$ cat src/rtl/pmem_arbiter.sv
// pmem_arbiter: multiplexes NUM_CH cache-line requesters onto one physical-memory port
module pmem_arbiter #(
  parameter int NUM_CH   = 2,
  parameter int ADDR_W   = 16,
  parameter int LINE_W   = 128,
  parameter int ARB_MODE = 1
) (
  input  logic                       clk,
  input  logic                       rst_n,
  input  logic [NUM_CH-1:0]          ch_read,
  input  logic [NUM_CH-1:0]          ch_write,
  input  logic [NUM_CH*ADDR_W-1:0]   ch_address,
  input  logic [NUM_CH*LINE_W-1:0]   ch_wdata,
  output logic [LINE_W-1:0]          ch_rdata,
  output logic [NUM_CH-1:0]          ch_resp,
  output logic                       pmem_read,
  output logic                       pmem_write,
  output logic [ADDR_W-1:0]          pmem_address,
  output logic [LINE_W-1:0]          pmem_wdata,
  input  logic                       pmem_resp,
  input  logic [LINE_W-1:0]          pmem_rdata
);
  localparam int IW = (NUM_CH > 1) ? $clog2(NUM_CH) : 1;
  typedef enum logic [1:0] {IDLE, BUSY, RESP} state_e;
  state_e              state_q, state_d;
  logic [IW-1:0]       grant_q, grant_d, last_q, last_d, win, idx;
  logic                rd_q, rd_d, wr_q, wr_d, found;
  logic [ADDR_W-1:0]   addr_q, addr_d;
  logic [LINE_W-1:0]   wdata_q, wdata_d, rdata_q, rdata_d;
  logic [NUM_CH-1:0]   resp_q, resp_d, req;
  // Round-robin starts the search just after the last served channel
  always_comb begin
    req = ch_read | ch_write;
    win = '0;
    idx = '0;
    found = 1'b0;
    for (int k = 0; k < NUM_CH; k++) begin
      idx = (ARB_MODE != 0) ? IW'((int'(last_q) + k + 1) % NUM_CH) : IW'(k);
      if (!found && req[idx]) begin
        found = 1'b1;
        win = idx;
      end
    end
  end
  always_comb begin
    state_d = state_q;
    grant_d = grant_q;
    last_d  = last_q;
    rd_d    = rd_q;
    wr_d    = wr_q;
    addr_d  = addr_q;
    wdata_d = wdata_q;
    rdata_d = rdata_q;
    resp_d  = resp_q;
    case (state_q)
      IDLE: if (found) begin
        state_d = BUSY;
        grant_d = win;
        wr_d    = ch_write[win];
        rd_d    = !ch_write[win];
        addr_d  = ch_address[win*ADDR_W +: ADDR_W];
        wdata_d = ch_wdata[win*LINE_W +: LINE_W];
      end
      BUSY: if (pmem_resp) begin
        state_d = RESP;
        rd_d    = 1'b0;
        wr_d    = 1'b0;
        rdata_d = rd_q ? pmem_rdata : rdata_q;
        resp_d  = NUM_CH'(1) << grant_q;
      end
      RESP: begin
        state_d = IDLE;
        resp_d  = '0;
        last_d  = grant_q;
      end
      default: state_d = IDLE;
    endcase
  end
  always_ff @(posedge clk or negedge rst_n) begin
    if (!rst_n) begin
      state_q <= IDLE;
      grant_q <= '0;
      last_q  <= IW'(NUM_CH - 1);
      rd_q    <= 1'b0;
      wr_q    <= 1'b0;
      addr_q  <= '0;
      wdata_q <= '0;
      rdata_q <= '0;
      resp_q  <= '0;
    end else begin
      state_q <= state_d;
      grant_q <= grant_d;
      last_q  <= last_d;
      rd_q    <= rd_d;
      wr_q    <= wr_d;
      addr_q  <= addr_d;
      wdata_q <= wdata_d;
      rdata_q <= rdata_d;
      resp_q  <= resp_d;
    end
  end
  assign pmem_read    = rd_q;
  assign pmem_write   = wr_q;
  assign pmem_address = addr_q;
  assign pmem_wdata   = wdata_q;
  assign ch_rdata     = rdata_q;
  assign ch_resp      = resp_q;
endmodule

$ cat config.mk
export PLATFORM = sky130hd
export DESIGN_NAME = pmem_arbiter
export DESIGN_NICKNAME = d
export VERILOG_FILES = /design/src/rtl/pmem_arbiter.sv
export SDC_FILE = /design/constraint.sdc
export NUM_CORES = 1
export LEC_CHECK = 0
export ABC_AREA = 1
export CELL_PAD_IN_SITES_DETAIL_PLACEMENT = 0
export CELL_PAD_IN_SITES_GLOBAL_PLACEMENT = 1
export CORE_AREA = 4 4 266 268
export DETAILED_ROUTE_END_ITERATION = 8
export DIE_AREA = 0 0 270 272
export PLACE_DENSITY_LB_ADDON = 0.08
export RECOVER_POWER = 100
export SYNTH_ARGS = -nofsm -noshare
export SYNTH_HDL_FRONTEND = slang
export SYNTH_SLANG_ARGS = --single-unit
$ cat constraint.sdc
create_clock -name clk -period 1.46 [get_ports clk]
set_clock_uncertainty 0.2 [all_clocks]
set_input_delay 0.219 -clock clk [delete_from_list [all_inputs] [get_ports clk]]
set_output_delay 0.219 -clock clk [all_outputs]
set_load 0.01 [all_outputs]
==> metrics.md, run 1 <==
| Metric | Value |
|---|---|
| Status | complete, but fails checks |
| Failing checks | setup timing |
| Post-Syn Instances | between 1,500 and 2,000 |
| Initial Util | approximately a fifth |
| Final WS setup | -0.180 ns |
| Worst-margin pin slew | ~0.75 ns |
| Crit-path slowest cell | dfstp_2 |
| HP Start | pmem_rdata[88] |
| Fin. Hold Viols | 0 |
| Post-Synthesis Cell Area | around 13,000 um^2 |
| Crit. End Element | register |
| Netlist cell types | 18 |
| Unrepaired setup endpoints after global routing | yes |
| Worst reg-to-reg path cell count | 7 |
| Crit-path max FO | 12 |
| Slew headroom | between 50% and 60% |
| Initial antenna violation count | 26 |
| Pwr/cell area | 1990 nW/um^2 |
| Vias | 14,893 |
| Commonest non-fill, non-tap cell in the layout | nand2_1 |
| FF+latch count, synth | 280 |
| Share of layout cells above drive strength 1 | between 30% and 40% |
| DIE HEIGHT | approximately 270 um |
| Syn_nets | around 2,100 |
| Worst setup SP type | register |
| Clock insertion delay at the later pin of the skew report | ~0.55 ns |
| Max H-tree Level | 2 |
| Total gr overflow | 0 |
| Total CTS buffers | 39 |
| Final Hold Slack | 0.0316 ns |
| Gpl congestion | 0.815 |
| Most frequent cells in the layout | nand2_1, clkdlybuf4s50_1, dfrtp_1 |
| VDD IR max | around 0.87 mV |
| Num ports | around 700 |
| Largest stage delay, worst path | between 0.5 and 0.6 ns |
| IO Port Bufs | about 700 |
| Fmax | ~610 MHz |
| Tmin final | 1.64 ns |
| P&R area growth vs syn | 98.3% |
| Critical path data arrival time | between 1.5 and 2 ns |
| Total power | roughly 0.053 W |
| Fin crit share | 112% |
| Initial DRC Count | around 670 |
| Worst min-delay path class | in2reg |
| Syn_area_per_cell | about 8.0 um^2 |
| Worst EP required | ~1.7 ns |
| Die Area | between 70,000 and 80,000 um^2 |
| Cells along the critical path | o21ai_4 -> nand2_4 -> buf_12 -> clkbuf_16 -> nand2_1 -> nand3_1 -> nand2_1 |
| Fillers | approximately 7,000 |
| Largest net degree at the start of global routing | 56 |
| DR vias/cell | 4.28 |
| CTS clk-pin slew, worst paths | about 0.06 ns |
| Pins Over Slew Limit | 0 |
| Hold Path Sink | ch_rdata[88] |
| Hold buffer count at CTS | 39 |
| Final HPWL DP | just over 50,000 um |
| Global-route wire length before repair | between 100,000 and 150,000 um |
| Global Route Usage Sum | between 15 and 20% |
| Yosys warns | 0 |
| Post-Route WL | around 75,000 um |
| DIE WIDTH | 270 um |
| Vias in the first global route | about 15,000 |
| WHS Path Cells | 3 |
| Pre-Repair DR Iteration Count | 5 |
| Root buf cell | clkbuf_16 |
| CTS tree | built |
| Nets@finish | slightly below 3,000 |
| Flop2flop setup slack | -0.18 ns |
| Num Clock Sinks | 280 |
| DR DRC count | 0 |
| Reg2Reg Capture Point | pmem_wdata[55] |
| Final setup viols | between 500 and 600 |
| Routed wire per std cell | between 20 and 25 um |
| CP most frequent cell | nand2_1 |
| CP Class | reg2reg |
| Max-cap violation count | 0 |
| Static Leak | around 13 nW |
| Row count | 96 |
| Clock Path Buffers | 3 |
| Detail Route Antenna Nets | 0 |
| Reg2reg start | last_q |
| CORE AREA | 68,300 um^2 |
| Post-synthesis sequential area ratio | between 50% and 60% |
==> registers in the layout (all words and copies together), names as in the netlist <==
| name | flops |
|---|---|
| pmem_read | 1 |
| pmem_write | 1 |
| last_q | 1 |
| state_q | 2 |
| pmem_address | 16 |
| ch_rdata | 128 |
| grant_q | 1 |
| ch_resp | 2 |
| pmem_wdata | 128 |
==> where the power goes <==
part,internal (W),total [W],switching [W]
combinational,0.0146,0.0287,0.0141
clock,0.00604,0.00986,0.00382
sequential,0.0116,0.0144,0.00287
total,0.0322,0.0530,0.0208
==> cells by family after synthesis <==
group,synth area share (%)
and+or+nand+nor,38.1
DFF,52.1
buffers and inverters,9.42
AOI/OAI and AO/OA,0.326
==> critical path, delay by kind of cell (launching register included) <==
kind                   cells  cell delay [ns]
buffers and inverters      2             0.38
AND/OR/NAND/NOR            4             0.31
AO/OA/AOI/OAI              1             0.08
flip-flops                 1             0.56
==> worst max path at each step <==
stage,from,end,cells past startpoint
3_5_place_dp,ch_write[0],pmem_wdata[18],7
3_3_place_gp,ch_write[0],pmem_wdata[18],7
2_1_floorplan,last_q,pmem_wdata[90],7
4_1_cts,pmem_read,pmem_read,1
6_report,last_q,pmem_wdata[55],7
5_1_grt,state_q[1],ch_rdata[1],7
==> synth_stat cells <==
master	count	area, um^2
nand2_1	702	2640
dfrtp_1	279	6980
nand3_1	276	1380
inv_1	150	563
nand3b_1	144	1080
buf_2	73	365
clkbuf_1	24	90.1
buf_6	14	158
buf_4	11	82.6
nor2_1	4	15.0
inv_2	2	7.51
nand2_2	2	12.5
o21ai_0	2	10.0
o21ai_1	2	10.0
a21oi_1	1	5.00
dfstp_2	1	26.3
o21bai_2	1	11.3
o31ai_1	1	7.51
==> metrics by stage <==
stage / worst slack [ns] / std cells / area, um^2 / utilization, % / setup TNS [ns]
after detailed placement: -0.576 / 3243 / 22300 / 32.6 / -111.18
after global routing: -0.237 / 3474 / 26600 / 39.0 / -80.21
after CTS: -0.231 / 3426 / 24600 / 36.0 / -66.80
after global placement: -0.521 / 3243 / 22300 / 32.6 / -109.83
final: -0.180 / 3483 / 26700 / 39.0 / -41.29
after floorplan: 0.00215 / 1689 / 13400 / - / 0
==> routing by layer <==
layer / up-vias / global-route usage [%] / share of wire (%)
li1: 7078 / - / -
met1: 7185 / 20.2 / 38
met2: 497 / 32.8 / 51
met3: 115 / 6.79 / 8.1
met4: 18 / 6.60 / 3.1
met5: - / 0 / 0.16
==> area by class of cell <==
cell class / instances / area [um^2] / share of cell area [%]
Timing Repair Buffer: 943 / 10200 / 38.1
Sequential cell: 280 / 7010 / 26.3
Multi-Input combinational cell: 1137 / 6450 / 24.2
Clock buffer: 57 / 1120 / 4.22
Tap cell: 882 / 1100 / 4.14
Inverter: 152 / 583 / 2.19
Clock inverter: 13 / 176 / 0.662
Antenna cell: 19 / 47.5 / 0.178
==> timing repair <==
item,in CTS,in global routing
endpoints found under the hold margin,318,9
cloned,9,32
buffers inserted,66,9
setup endpoints to repair,552,555
pin swaps,4,37
resized for setup,1431,352
No activity file was read; power rests on OpenSTA's default activity.
==> run 2, diff against run 1 <==
Settings changed: CAP_MARGIN from default to 20.
==> results of run 2 <==
No change in the layout: final DEF, timing and power equal those of run 1.
==> run 3, diff against run 2 <==
Settings changed: CTS_CLUSTER_SIZE from default to 12, SETUP_SLACK_MARGIN from default to 0.1.
==> metrics.md, run 3 (synthesis results as in run 1) <==
| Metric | Value |
|---|---|
| Largest stage delay, worst path | 0.56 ns (about the same) |
| Largest net degree at the start of global routing | 65 (was 56) |
| Share of layout cells above drive strength 1 | 26.5% (was 31.6%) |
| Crit-path slowest cell | dfstp_2 (unchanged) |
| Unrepaired setup endpoints after global routing | yes (unchanged) |
| Commonest non-fill, non-tap cell in the layout | nand2_1 (unchanged) |
| Worst-margin pin slew | 0.759 ns (was 0.748 ns) |
| Max H-tree Level | 2 (unchanged) |
| IO Port Bufs | 698 (unchanged) |
| Worst setup SP type | register (unchanged) |
| Total power | 0.0509 W (was 0.0530 W) |
| Post-Route WL | 73,600 um (was 75,200 um) |
| Fillers | 7,055 (was 6,975) |
| CTS clk-pin slew, worst paths | 0.06 ns (about the same) |
| Routed wire per std cell | 21.1 um (was 21.6 um) |
| Static Leak | 12.8 nW (was 13.0 nW) |
| Worst min-delay path class | in2reg (unchanged) |
| Gpl congestion | 0.789 (was 0.815) |
| Total CTS buffers | 39 (unchanged) |
| Most frequent cells in the layout | nand2_1, clkdlybuf4s50_1, dfrtp_1 (unchanged) |
| DIE WIDTH | 270 um (unchanged) |
| Fin. Hold Viols | 0 (unchanged) |
| Detail Route Antenna Nets | 0 (unchanged) |
| Fmax | 602 MHz (was 610 MHz) |
| Clock insertion delay at the later pin of the skew report | 0.55 ns (about the same) |
| Cells along the critical path | o21ai_4 -> nand2_4 -> buf_12 -> buf_12 -> clkbuf_16 -> nand2_2 -> nand3_2 -> nand2_1 (was o21ai_4 -> nand2_4 -> buf_12 -> clkbuf_16 -> nand2_1 -> nand3_1 -> nand2_1) |
| Clock Path Buffers | 3 (unchanged) |
| Max-cap violation count | 0 (unchanged) |
| Nets@finish | 2,989 (was 2,976) |
| Global-route wire length before repair | 102,000 um (about the same) |
| Initial DRC Count | 657 (was 666) |
| Final setup viols | 548 (was 584) |
| Final TNS setup | -39.28 ns (was -41.29 ns) |
| Vias | 14,743 (was 14,893) |
| Crit-path max FO | 6 (was 12) |
| CP most frequent cell | buf_12 (was nand2_1) |
| Failing checks | setup timing (unchanged) |
| VDD IR max | 0.893 mV (was 0.866 mV) |
| CORE AREA | 68,300 um^2 (unchanged) |
| Pins Over Slew Limit | 0 (unchanged) |
| DIE HEIGHT | 272 um (unchanged) |
| Final Util | 38.0% (was 39.0%) |
| Global Route Usage Sum | 18.2% (was 18.4%) |
| Row count | 96 (unchanged) |
| CP Class | reg2reg (unchanged) |
| Num Clock Sinks | 280 (unchanged) |
| CTS tree | built (unchanged) |
| Initial antenna violation count | 26 (unchanged) |
| Vias in the first global route | 15,214 (was 15,122) |
| P&R area growth vs syn | 93.4% (was 98.3%) |
| Initial Util | 19.7% (unchanged) |
| Top delay family on crit path | flip-flops (unchanged) |
| Root buf cell | clkbuf_16 (unchanged) |
| DR DRC count | 0 (unchanged) |
| Num ports | 699 (unchanged) |
| Crit. End Element | register (unchanged) |
| Final WS setup | -0.201 ns (was -0.180 ns) |
| Pwr/cell area | 1960 nW/um^2 (was 1990 nW/um^2) |
| Tmin final | 1.66 ns (was 1.64 ns) |
| Worst EP required | 1.69 ns (was 1.71 ns) |
| Fin crit share | 114% (was 112%) |
| Final HPWL DP | 51,000 um (was 51,500 um) |
| Critical path data arrival time | 1.89 ns (about the same) |
| Die Area | 73,400 um^2 (unchanged) |
| Status | complete, but fails checks (unchanged) |
| Worst Path Buf+Inv | 3 (was 2) |
| DR vias/cell | 4.22 (was 4.28) |
| Pre-Repair DR Iteration Count | 4 (was 5) |
| Slew headroom | 49.4% (was 50.2%) |
| Total gr overflow | 0 (unchanged) |
[run 3: cell count changes in the layout (fill, tap and decap cells not counted), moves of 6 or more]
cell,previous run,this run
buf_16,14,8
buf_2,90,98
buf_4,94,79
buf_6,199,190
clkbuf_1,10,16
dlygate4sd3_1,39,69
nand2_1,527,620
nand2_2,116,56
nand2_4,60,26
nand3_1,192,204
nand3_2,78,69
[run 3: worst reg2reg max path, cell delays in order (launching register included)]
cell and delay (ns):
dfstp_2 0.56, o21ai_4 0.09, nand2_4 0.11, buf_12 0.15, buf_12 0.13, clkbuf_16 0.14
nand2_2 0.05, nand3_2 0.04, nand2_1 0.06
[run 3: report_power, final]
| part | internal, W | leakage (nW) | switching, W |
|---|---|---|---|
| registers | 0.0116 | 3.45 | 0.00261 |
| logic | 0.0138 | 8.74 | 0.0135 |
| clock network | 0.00554 | 0.602 | 0.00389 |
[run 3: timing repair]
action                                  in CTS  in global routing
endpoints found under the setup margin     552                561
setup buffers                               63                  6
gates resized for setup                   1423                206
cloned                                       4                 24
pin swaps                                    3                 73
hold buffers                                69                  0
hold endpoints to repair                   347                  0
[run 3: layout make-up]
type / count / area, um^2 / area share [%]
Sequential cell: 280 / 7010 / 27.0
Inverter: 152 / 583 / 2.24
Timing Repair Buffer: 957 / 10100 / 38.7
Clock buffer: 60 / 1140 / 4.37
Tap cell: 882 / 1100 / 4.24
Clock inverter: 10 / 92.6 / 0.356
Multi-Input combinational cell: 1136 / 5970 / 23.0
Antenna cell: 16 / 40.0 / 0.154
[run 3: final timing paths]
check,startpoint,end,slack (ns),cells after the start
worst max-delay path,last_q,pmem_wdata[28],-0.20,8
min in group asynchronous,rst_n,pmem_read,0.15,3
max in group asynchronous,rst_n,ch_rdata[74],0.04,3
worst min-delay path,pmem_rdata[39],ch_rdata[39],0.03,3
worst max register to register,last_q,pmem_wdata[28],-0.20,8
worst min register to register,ch_rdata[41],ch_rdata[41],0.27,2
[run 3: layer usage]
| layer | GRT usage (%) | wire (um) | part of all wire, % | up-vias |
|---|---|---|---|---|
| li1 | - | - | - | 7085 |
| met1 | 20.5 | 28300 | 38 | 7074 |
| met2 | 31.6 | 37300 | 51 | 452 |
| met5 | 0 | 107 | 0.15 | - |
| met3 | 6.58 | 5600 | 7.6 | 114 |
| met4 | 6.57 | 2310 | 3.1 | 18 |
[run 3: metrics by stage]
step           cell area, um^2  hold WS [ns]  setup slack [ns]  cells
2_1_floorplan            13600        -0.277            0.0432   1689
3_3_place_gp             22300       -0.0932            -0.626   3242
3_5_place_dp             22300        -0.100            -0.637   3242
4_1_cts                  24700      0.000187            -0.225   3448
5_1_grt                  26000       0.00597            -0.277   3489
6_report                 26000        0.0316            -0.201   3493
==> patch, RTL diff (config.mk and constraints of run 3) <==
Put one more register stage on the output `ch_rdata`, without a reset. The value now appears one clock later. The other outputs are not delayed to match.
--- a/src/rtl/pmem_arbiter.sv
+++ b/src/rtl/pmem_arbiter.sv
@@ -103,7 +103,9 @@
   assign pmem_write   = wr_q;
   assign pmem_address = addr_q;
   assign pmem_wdata   = wdata_q;
-  assign ch_rdata     = rdata_q;
+  always_ff @(posedge clk) begin
+    ch_rdata <= rdata_q;
+  end
   assign ch_resp      = resp_q;
 endmodule
 
Formal check against the unedited RTL: not equivalent (a bounded check fails within 4 cycles, from zero or initial values and one cycle with rst_n low).
==> patch against run 3 <==
The flow still finishes with violations (setup timing); sequential cell count is 128 higher; sequential share of layout area is 4.0 points higher; synthesized area is 19% higher; fmax is 1.9% lower; cell area is 21% higher; utilization is 7.8 points higher; wire length is 9.4% higher; synthesized cell count is 7.5% higher; first-iteration DRC count is 6.8% higher; power is 24% higher; count of clock-buffer cells in the layout is 19 higher; combinational power is 11% higher; hold slack worse by 0.0095 ns; worst setup slack worse by 0.033 ns; critical path type unchanged; highest routed layer unchanged.
==> patch: results <==
{
  "status": "finished with violations",
  "violations": "setup timing",
  "grt_max_degree": 54,
  "h-tree-depth": 2,
  "leakage_nw": 15.0,
  "grt_use_met3": 0.0840,
  "ir_drop_mv": 0.802,
  "initialDrtViolationCount": 702,
  "cts_buffers": 48,
  "met2WireLength_um": 40800,
  "vias": 16100,
  "fin_ws_ns": -0.234,
  "grt.total_usage": 0.192,
  "place_inst": 3380,
  "place_congestion": 0.861,
  "routedWlPerCell_um": 21.7,
  "grtUsageMet1": 0.217,
  "tightest_slew_ns": 0.931,
  "dpl_cell_area_um2": 24800,
  "antenna_found_initial": 32,
  "async_reset_ff_frac": 0.686,
  "fin_hold_ws_ns": 0.0221,
  "dp_hpwl_um": 53700,
  "final_cells": 3711,
  "dr_wl_met3_um": 7040,
  "drive_gt1_frac": 0.370,
  "clk_pin_slew_ns": 0.06,
  "dp_slack_ns": -0.700,
  "setup_viol_count_final": 484,
  "final_nets": 3204,
  "synthCells": 1815,
  "worst_ep_arrival_time_ns": 1.96,
  "insertion_delay_ns": 0.59,
  "ys_seq_area_frac": 0.600,
  "holdBufCountCts": 102,
  "crit_family": "flip-flops",
  "synth_area_leaders": "dfrtp_1 44%, nand2_1 16%, dfxtp_1 16%",
  "setup_tns_ns": -60.02,
  "synth_cell_types": 19,
  "synth_common_cells": "700 x nand2_1, 279 x dfrtp_1, 274 x nand3_1, 150 x inv_1, 144 x nand3b_1",
  "grt_pass1_wl_um": 107000
}
==> patch: changes by cell type after synthesis, sizes merged <==
cell,change
nand3,-2
o21bai,-1
o31ai,-1
buf,-13
nand2,-2
o21ai,+1
nor2,+4
dfxtp,+128
inv,+1
a21oi,+1
clkbuf,+10
==> patch: final cells by class <==
| cell class | count | area, um2 |
|---|---|---|
| Multi-Input combinational cell | 1139 | 6960 |
| Tap cell | 882 | 1100 |
| Fill cell | 6559 | 37000 |
| Timing Repair inverter | 1 | 6.26 |
| Clock buffer | 79 | 1520 |
| Inverter | 153 | 616 |
| Sequential cell | 408 | 9700 |
| Timing Repair Buffer | 1030 | 11300 |
| Antenna cell | 9 | 22.5 |
| Clock inverter | 10 | 109 |
==> patch: power breakdown <==
part / switching [mW] / leakage [nW] / internal (mW) / total (mW)
logic: 14.7 / 9.65 / 15.7 / 30.4
clock network: 5.09 / 0.809 / 7.30 / 12.4
registers: 3.36 / 4.54 / 16.9 / 20.3
==> patch: path summary, 6_finish.rpt <==
| kind | to | cells after the start | startpoint |
|---|---|---|---|
| worst min register to register | ch_rdata[55] | 0 | rdata_q[55] |
| worst min-delay path | rdata_q[1] | 3 | pmem_rdata[1] |
| min in group asynchronous | rdata_q[98] | 2 | rst_n |
| worst max-delay path | pmem_wdata[84] | 8 | last_q |
| worst max register to register | pmem_wdata[84] | 8 | last_q |
| max in group asynchronous | ch_resp[0] | 4 | rst_n |
==> patch: timing repair <==
item,in CTS,in global routing
setup endpoints to repair,552,554
gates cloned,9,51
hold endpoints to repair,381,15
setup buffers,31,40
gates resized for setup,1501,530
pin swaps,5,101
==> patch: cell families after synthesis <==
logic type | after synthesis | synth area share
AOI/OAI and AO/OA | 7 | 0.00290
buffers and inverters | 272 | 0.0756
DFF | 408 | 0.600
and+or+nand+nor | 1128 | 0.321
